$ cat src/rtl/mem_bus_arbiter_pkg.sv
// mem_bus_arbiter_pkg
// Shared definitions for the two-requester memory bus arbiter:
//   - arb_state_t       : transfer FSM encoding (IDLE, ISSUE, BUSY, DONE)
//   - RW_* / WB_*       : polarity of the READ_WRITE and WORD_BYTE signals
//   - DEFAULT_TIMEOUT   : BUSY cycles allowed without MEM_MFC before abort
//   - cnt_width()       : bits needed to hold a count of 0..limit
package mem_bus_arbiter_pkg;

    typedef enum logic [1:0] {
        ST_IDLE  = 2'd0,
        ST_ISSUE = 2'd1,
        ST_BUSY  = 2'd2,
        ST_DONE  = 2'd3
    } arb_state_t;

    localparam logic RW_READ  = 1'b1;
    localparam logic RW_WRITE = 1'b0;
    localparam logic WB_WORD  = 1'b1;
    localparam logic WB_BYTE  = 1'b0;

    localparam int DEFAULT_TIMEOUT = 15;

    function automatic int cnt_width(input int limit);
        return (limit < 1) ? 1 : $clog2(limit + 1);
    endfunction

endpackage

$ cat src/rtl/mem_timeout_counter.sv
// mem_timeout_counter
// Counts BUSY cycles of the current transfer and flags when the limit is hit.
// The count saturates at TIMEOUT and never wraps, so expired stays high
// until the next clear.
// Ports:
//   clk      in   clock, rising edge
//   reset_n  in   synchronous active-low reset
//   clear    in   restart the count at zero
//   enable   in   advance the count by one (ignored once saturated)
//   expired  out  count has reached TIMEOUT
module mem_timeout_counter
    import mem_bus_arbiter_pkg::*;
#(
    parameter int TIMEOUT = DEFAULT_TIMEOUT
) (
    input  logic clk,
    input  logic reset_n,
    input  logic clear,
    input  logic enable,
    output logic expired
);

    localparam int               CNT_W = cnt_width(TIMEOUT);
    localparam logic [CNT_W-1:0] LIMIT = CNT_W'(TIMEOUT);

    logic [CNT_W-1:0] count;

    always_ff @(posedge clk) begin
        if (!reset_n) begin
            count <= '0;
        end else if (clear) begin
            count <= '0;
        end else if (enable && (count != LIMIT)) begin
            count <= count + CNT_W'(1);
        end
    end

    assign expired = (count == LIMIT);

endmodule

$ cat src/rtl/mem_bus_arbiter.sv
// mem_bus_arbiter
// Round-robin arbiter that shares one memory port between requester 0
// (CPU core) and requester 1 (program loader). One transfer is in flight at
// a time; a transfer that sees no MEM_MFC within TIMEOUT+1 BUSY cycles is
// completed with ERR set.
// Ports:
//   clk, reset_n                     clock, synchronous active-low reset
//   req0/rw0/wb0/add0/wdat0          requester 0 request, direction, size,
//                                    address, write data
//   req1/rw1/wb1/add1/wdat1          requester 1, same meanings
//   gnt0, gnt1                       one-hot grant, ISSUE through DONE
//   mfc0, mfc1                       one-cycle completion pulse to the owner
//   rdat                             read data, valid with mfc0/mfc1
//   err                              abort pulse, coincident with mfc0/mfc1
//   mem_mfa/mem_rw/mem_wb            memory-side request, direction, size
//   mem_add, mem_wdat                registered address and write data
//   mem_rdat, mem_mfc                memory read data and completion
module mem_bus_arbiter
    import mem_bus_arbiter_pkg::*;
#(
    parameter int ADDR_W  = 8,
    parameter int TIMEOUT = DEFAULT_TIMEOUT
) (
    input  logic              clk,
    input  logic              reset_n,
    input  logic              req0,
    input  logic              rw0,
    input  logic              wb0,
    input  logic [ADDR_W-1:0] add0,
    input  logic [31:0]       wdat0,
    input  logic              req1,
    input  logic              rw1,
    input  logic              wb1,
    input  logic [ADDR_W-1:0] add1,
    input  logic [31:0]       wdat1,
    output logic              gnt0,
    output logic              gnt1,
    output logic              mfc0,
    output logic              mfc1,
    output logic [31:0]       rdat,
    output logic              err,
    output logic              mem_mfa,
    output logic              mem_rw,
    output logic              mem_wb,
    output logic [ADDR_W-1:0] mem_add,
    output logic [31:0]       mem_wdat,
    input  logic [31:0]       mem_rdat,
    input  logic              mem_mfc
);

    arb_state_t  state;
    arb_state_t  next_state;
    logic        owner;
    logic        last;
    logic        winner;
    logic        any_req;
    logic        abort;
    logic [31:0] rdat_q;
    logic        expired;
    logic        cnt_clear;
    logic        cnt_enable;

    // On a tie the requester that was not served last wins; otherwise
    // whichever one is asking.
    always_comb begin
        any_req = req0 | req1;
        winner  = 1'b0;
        if (req0 && req1) begin
            winner = ~last;
        end else if (req1) begin
            winner = 1'b1;
        end
    end

    always_ff @(posedge clk) begin
        if (!reset_n) begin
            state <= ST_IDLE;
        end else begin
            state <= next_state;
        end
    end

    // A completion in the last allowed BUSY cycle still counts as success;
    // only a missing MEM_MFC with the counter expired aborts.
    always_comb begin
        next_state = state;
        case (state)
            ST_IDLE:  if (any_req) next_state = ST_ISSUE;
            ST_ISSUE: next_state = ST_BUSY;
            ST_BUSY:  if (mem_mfc || expired) next_state = ST_DONE;
            ST_DONE:  next_state = ST_IDLE;
            default:  next_state = ST_IDLE;
        endcase
    end

    // Memory-side registers only load in IDLE, so they hold steady for the
    // whole transfer and no request input reaches them combinationally.
    always_ff @(posedge clk) begin
        if (!reset_n) begin
            last     <= 1'b1;
            owner    <= 1'b0;
            abort    <= 1'b0;
            rdat_q   <= '0;
            mem_rw   <= RW_READ;
            mem_wb   <= WB_WORD;
            mem_add  <= '0;
            mem_wdat <= '0;
        end else begin
            case (state)
                ST_IDLE: begin
                    if (any_req) begin
                        owner    <= winner;
                        last     <= winner;
                        abort    <= 1'b0;
                        rdat_q   <= '0;
                        mem_rw   <= winner ? rw1   : rw0;
                        mem_wb   <= winner ? wb1   : wb0;
                        mem_add  <= winner ? add1  : add0;
                        mem_wdat <= winner ? wdat1 : wdat0;
                    end
                end
                ST_BUSY: begin
                    if (mem_mfc) begin
                        if (mem_rw == RW_READ) begin
                            rdat_q <= mem_rdat;
                        end
                    end else if (expired) begin
                        abort <= 1'b1;
                    end
                end
                default: begin
                end
            endcase
        end
    end

    assign cnt_clear  = (state == ST_ISSUE);
    assign cnt_enable = (state == ST_BUSY) && !mem_mfc;

    mem_timeout_counter #(
        .TIMEOUT (TIMEOUT)
    ) u_timeout (
        .clk     (clk),
        .reset_n (reset_n),
        .clear   (cnt_clear),
        .enable  (cnt_enable),
        .expired (expired)
    );

    assign gnt0    = (state != ST_IDLE) && !owner;
    assign gnt1    = (state != ST_IDLE) &&  owner;
    assign mfc0    = (state == ST_DONE) && !owner;
    assign mfc1    = (state == ST_DONE) &&  owner;
    assign err     = (state == ST_DONE) && abort;
    assign rdat    = (state == ST_DONE) ? rdat_q : 32'd0;
    assign mem_mfa = (state == ST_ISSUE) || (state == ST_BUSY);

endmodule

$ cat config.mk
export PLATFORM = sky130hd
export DESIGN_NAME = mem_bus_arbiter
export DESIGN_NICKNAME = d
export VERILOG_FILES = /design/src/rtl/mem_bus_arbiter_pkg.sv /design/src/rtl/mem_timeout_counter.sv /design/src/rtl/mem_bus_arbiter.sv
export SDC_FILE = /design/constraint.sdc
export NUM_CORES = 1
export LEC_CHECK = 0
export ABC_CLOCK_PERIOD_IN_PS = 2300
export BUFFER_PORTS_ARGS = -buffer_cell sky130_fd_sc_hd__buf_2
export CORE_MARGIN = 4
export CORE_UTILIZATION = 40
export DETAILED_ROUTE_END_ITERATION = 6
export PLACE_DENSITY = 0.72
export REMOVE_ABC_BUFFERS = 1
export SLEW_MARGIN = 20
export SYNTH_ARGS = -nofsm -noshare
export SYNTH_HDL_FRONTEND = slang
export SYNTH_SLANG_ARGS = --single-unit
export TNS_END_PERCENT = 50
$ cat constraint.sdc
create_clock -name clk -period 2.3 [get_ports clk]
set_clock_uncertainty 0.2 [all_clocks]
set_input_delay 0.46 -clock clk [delete_from_list [all_inputs] [get_ports clk]]
set_output_delay 0.46 -clock clk [all_outputs]
set_load 0.01 [all_outputs]
## After elaboration in Yosys (flattened, before gate mapping)

Cells that the tools add are included.

- Register bits after elaboration: 83
- Latch bits: 0
- Memory bits (writable): 0
- Bits in read-only memories: 0
- Bits of input ports: 121
- Logic and storage cells: 63
- Memories kept: 0

- Add/sub/neg operators: 1
- Multiply operators: 0
- Div/mod/pow operators: 0
- Order comparisons: 0
- Eq/ne operators: 11
- Shifts and indexed selects: 0
- Mux-type cells: 18
- Bitwise gates (word level): 3
- Reductions and logical operators: 20

Operators by type and width:

| operator | count |
|---|---|
| 32-bit 2-to-1 mux | 5 |
| 32-bit case mux with 2 select lines | 1 |
| 2-bit inequality test (second input constant) | 6 |
| 1-bit logical AND | 8 |
| 8-bit 2-to-1 mux | 1 |
| 2-bit case mux with 4 select lines | 1 |
| 4-bit AND reduction | 2 |
| 1-bit 2-to-1 mux | 7 |
| 4-bit by 1-bit adder with 4-bit output (second input constant) | 1 |
| 2-bit equality test (second input constant) | 2 |
| 4-bit equality test (second input constant) | 1 |
| 2-bit 2-to-1 mux | 2 |
| 4-bit inequality test (second input constant) | 1 |
| 2-bit AND reduction | 2 |
| 2-bit nonzero test | 2 |
| 2-bit by 1-bit equality test with 1-bit output (second input constant) | 1 |
| 1-bit zero test | 2 |
| 2-bit zero test | 1 |
| 1-bit logical OR | 2 |
| 1-bit inverter | 2 |
| 1-bit case mux with 2 select lines | 1 |
| 2-bit OR reduction | 1 |
| 1-bit OR | 1 |

## Longest topological paths before layout

- Depth after elaboration: 4
- Depth in mapped cells: 8

## Hierarchy

Synthesis repeated with hierarchy kept, for this count alone.

- Cell total of the unflattened synthesis: 433
- Area total of the unflattened synthesis: 3883.7 um2

By module, submodules not included:

| module | instances | cells an instance | area each (um2) | seq. area each (um2) |
|---|---|---|---|---|
| mem_bus_arbiter | 1 | 411 | 3686.0 | 1581.5 |
| mem_timeout_counter | 1 | 22 | 197.7 | 80.1 |

## Worst setup path after synthesis

No wires, ideal clock.

- Path type: flip-flop to flip-flop
- Start: register state[0]
- End: register rdat_q[30]
- Library setup time: 0.072 ns
- Arrival: 1.811 ns
- Required time: 2.028 ns
- Setup slack: 0.217 ns
- Stages on the path, launching flop included: 8
- Clock period less this slack: 2.083 ns
- Path through: dfxtp_1 > inv_1 > ha_1 > buf_6 > nor3b_4 > a2111oi_4 > buf_6 > mux2i_1

- Cells in the longest elaborated chain, start to end: 3
- Elaborated cells on any way between the ends: 8

Ends and longest elaborated chain:

| item | line | text |
|---|---|---|
| start, declared | mem_bus_arbiter.sv:51 | `arb_state_t state;` |
| start signal, assigned | mem_bus_arbiter.sv:79 | `state <= next_state;` |
| 2-bit equality test or 2-bit zero test (tied branches) | mem_bus_arbiter.sv:109 | `case (state)` |
| 2-bit inequality test (no line) or 2-bit nonzero test (tied branches) | - |  |
| 4-bit AND reduction (no line) | - |  |
| end signal, assigned | mem_bus_arbiter.sv:125 | `rdat_q <= mem_rdat;` |
| end, declared | mem_bus_arbiter.sv:58 | `logic [31:0] rdat_q;` |

Several ways; a longest one is shown, not always the timed one.
A chain may end at the register's enable or synchronous reset.

## Final worst setup path

- Start: register state[1]
- End: output port err

- Cells in the longest elaborated chain, start to end: 2

Ends and longest elaborated chain:

| item | line | text |
|---|---|---|
| 2-bit equality test | mem_bus_arbiter.sv:154 | `assign err = (state == ST_DONE) && abort;` |
| 1-bit logical AND | mem_bus_arbiter.sv:154 |  |
| end, declared | mem_bus_arbiter.sv:41 | `output logic err,` |

Every way passes these cells.

==> impl_results.md <==
- Register share of total power: 38.0%
- I/O pin total: 201
- Synth Area per Inst: a little over 9 um^2
- Crit Path Max Fanout: 35
- Most common cell in the synthesized netlist: dfxtp_1
- Crit. End Element: output pin
- Asr flop ratio synth: 0%
- Depth of the CTS H-tree: 3
- Top_reg_cell synth: dfxtp_1
- Yosys cell types: 36
- Overflow after GRT: 0
- Net switching power: 0.00182 W
- Clock period minus final worst setup slack: 2.17 ns
- Starting Density: between 40 and 50%
- DR iter-0 viols: 148
- Clk network pwr share: 20.6%
- Cts bufs inserted: 9
- Longest Clk Path Bufs: 2
- Switching Share: 35.9%
- ANT nets after route: 0
- Port-buffer cells: 200
- Wire per inst: 14.5 um
- Final worst slack: approximately 0.13 ns
- Die H: 108 um
- Post-CTS Setup Bufs: 0
- Final wirelength: between 10,000 and 15,000 um
- Final setup viols: 0
- RSZ-0062 raised after global routing: false
- # nets final: around 740
- Final Max Tran Viols: 0
- Met3 routed WL: approximately 1200 um
- Area grow syn2layout: 32.6%
- Cell Area, Placed: 5080 um^2
- Pin count of the biggest net entering global routing: 55
- Area of the multi-input gates: 2070 um^2
- Fin area: 5280 um^2
- Peak supply drop: 0.000587 V
- Ant. Diodes: 0
- GRT Util Overall: 18.0%
- EDFF count, synth: 0
- Synth area leader: dfxtp_1
- Critical path class: flop to output pin
- Register Area: 1660 um^2
- Comb power frac: 41.5%
- Tot Pwr: 0.00508 W
- P_int: 0.00326 W
- Number of global-route vias before repair: about 3,600
- Top-area cell type share of the netlist area: about two fifths
- Worst-skew pair later-pin latency: 0.34 ns
- CTS tree: done
- Mapped Cells: 431
- Fill cells: 911
- Via-per-instance ratio: 4.98
- Wire length on met1: about 4700 um
- Post-synthesis cell area: between 3000 and 4000 um^2
- Peak Freq: 460 MHz
- Fin cells: 752
- Synth area leaders: dfxtp_1, mux2i_1, o21ai_0
- First-pass GRT wire length: 16,800 um
- Setup_tns: 0 ns
- Slew headroom: 68.4%
- Die width: 108 um
- Synthesized flop and latch total: 83
- Fin crit share: 94.4%
- Worst-margin pin slew: 0.473 ns
- Rows: 36
- Gp weighted congestion: between 0.7 and 0.8
- Total of max-cap violations: 0
- Wire length on met2: 4950 um
- Vias after detailed routing: around 3,700
- Worst slack, placed: 0.179 ns
- Clk root buf: clkbuf_8
- Setup crit start kind: flop
- WP data arrival: 1.51 ns
- Full die area: approximately 12,000 um^2
- Seq/Total Area, Yosys: 41.8%
- Core region area: 9730 um^2
- DRC Markers: 0
- Fin. Hold Viols: 0
- Max layer used: met4
- Commonest cells post-synth: dfxtp_1, mux2i_1, o21ai_0
- Drt first pass iters: 5
- Dpl cells: roughly 740
- Sink Count: 83
- Critical Path RT: approximately 1.6 ns
- Hold crit path type: input pin to flop
- Synth warnings: 0
- Clock transition at path regs: 0.08 ns
- Leakage power: 2.54 nW
- Pwr dens: 963 nW/um^2
- Initial antenna violation count: 0
- Share of cells above drive strength 1: 37.5%
- Status: finished clean
- Post-DP HPWL: 8240 um
## critical path, cell delays in order (launching register included)
cell and delay, ns:
dfxtp_1 0.40, ha_1 0.16, buf_4 0.27, and2_1 0.20, buf_2 0.13
## final cells by class
type	count	share of cell area, %
repair buffers	211	22.2
well taps	133	3.15
clock inverters	2	0.664
inverters	4	0.285
flip-flops and latches	83	31.5
clock buffers	13	3.01
multi-input cells	306	39.2
## per-stage QoR
step                      hold slack [ns]  util, %
after floorplan                     0.230        -
after global placement              0.237     52.2
after detailed placement            0.245     52.2
after CTS                           0.147     54.2
after global routing                0.165     54.2
final                               0.173     54.2
## sequential cells by signal (all words and copies together) (netlist names)
name and flops:
rdat_q 32, mem_add 8, mem_wb 1, state 2
u_timeout.count 4, last 1, mem_rw 1, abort 1
owner 1, mem_wdat 32
## power groups by stage
stage / Clock, W / Sequential [W] / Combinational [W]
finish: 0.00105 / 0.00193 / 0.00211
global route: 0.00115 / 0.00196 / 0.00231
CTS: 0.00108 / 0.00193 / 0.00213
detailed placement: 0 / 0.00195 / 0.00213
global placement: 0 / 0.00193 / 0.00208
floorplan: 0 / 0.00204 / 0.00119
## cells by family (layout without fill, tap and decap cells)
kind of cell	after synthesis	after routing	synth area share, %
compound gates	100	100	13.8
flops	83	83	41.8
mux	77	77	19.4
buf+inv	42	230	6.61
simple gates	122	122	16.2
fa+ha+maj	7	7	2.20
## per-layer routing
metal	track usage (%)	vias to the layer above
li1	-	1874
met1	22.3	1696
met2	28.7	162
met3	6.30	12
met4	6.49	0
met5	0	-
## worst paths after layout
| path | startpoint | end | slack [ns] | depth (start not counted) |
|---|---|---|---|---|
| worst max-delay path | state[1] | err | 0.13 | 4 |
| worst min-delay path | mem_rdat[18] | rdat_q[18] | 0.17 | 3 |
| worst max register to register | state[1] | rdat_q[24] | 0.22 | 6 |
| worst min register to register | rdat_q[14] | rdat_q[14] | 0.26 | 2 |
## placed cells by master (no fill, tap or decap), types with 2 or more instances in the layout
cell      instances
nor2_1            2
clkbuf_8         11
nor2b_1           3
o21ai_0          45
o311ai_0          2
clkbuf_1          2
nand2b_1          2
ha_1              7
o41ai_1           2
buf_4             4
and3_1            2
buf_2           200
mux2i_1          77
a21oi_1          44
and2_1           34
nand3_1          35
dfxtp_1          82
nand2_1          37
buf_12            7
a31oi_1           2
inv_1             4
## timing repair
action,4_1_cts,5_1_grt
hold buffers,0,0
setup endpoints to repair,0,1
gates resized for setup,0,1
No activity file was read; power rests on OpenSTA's default activity.
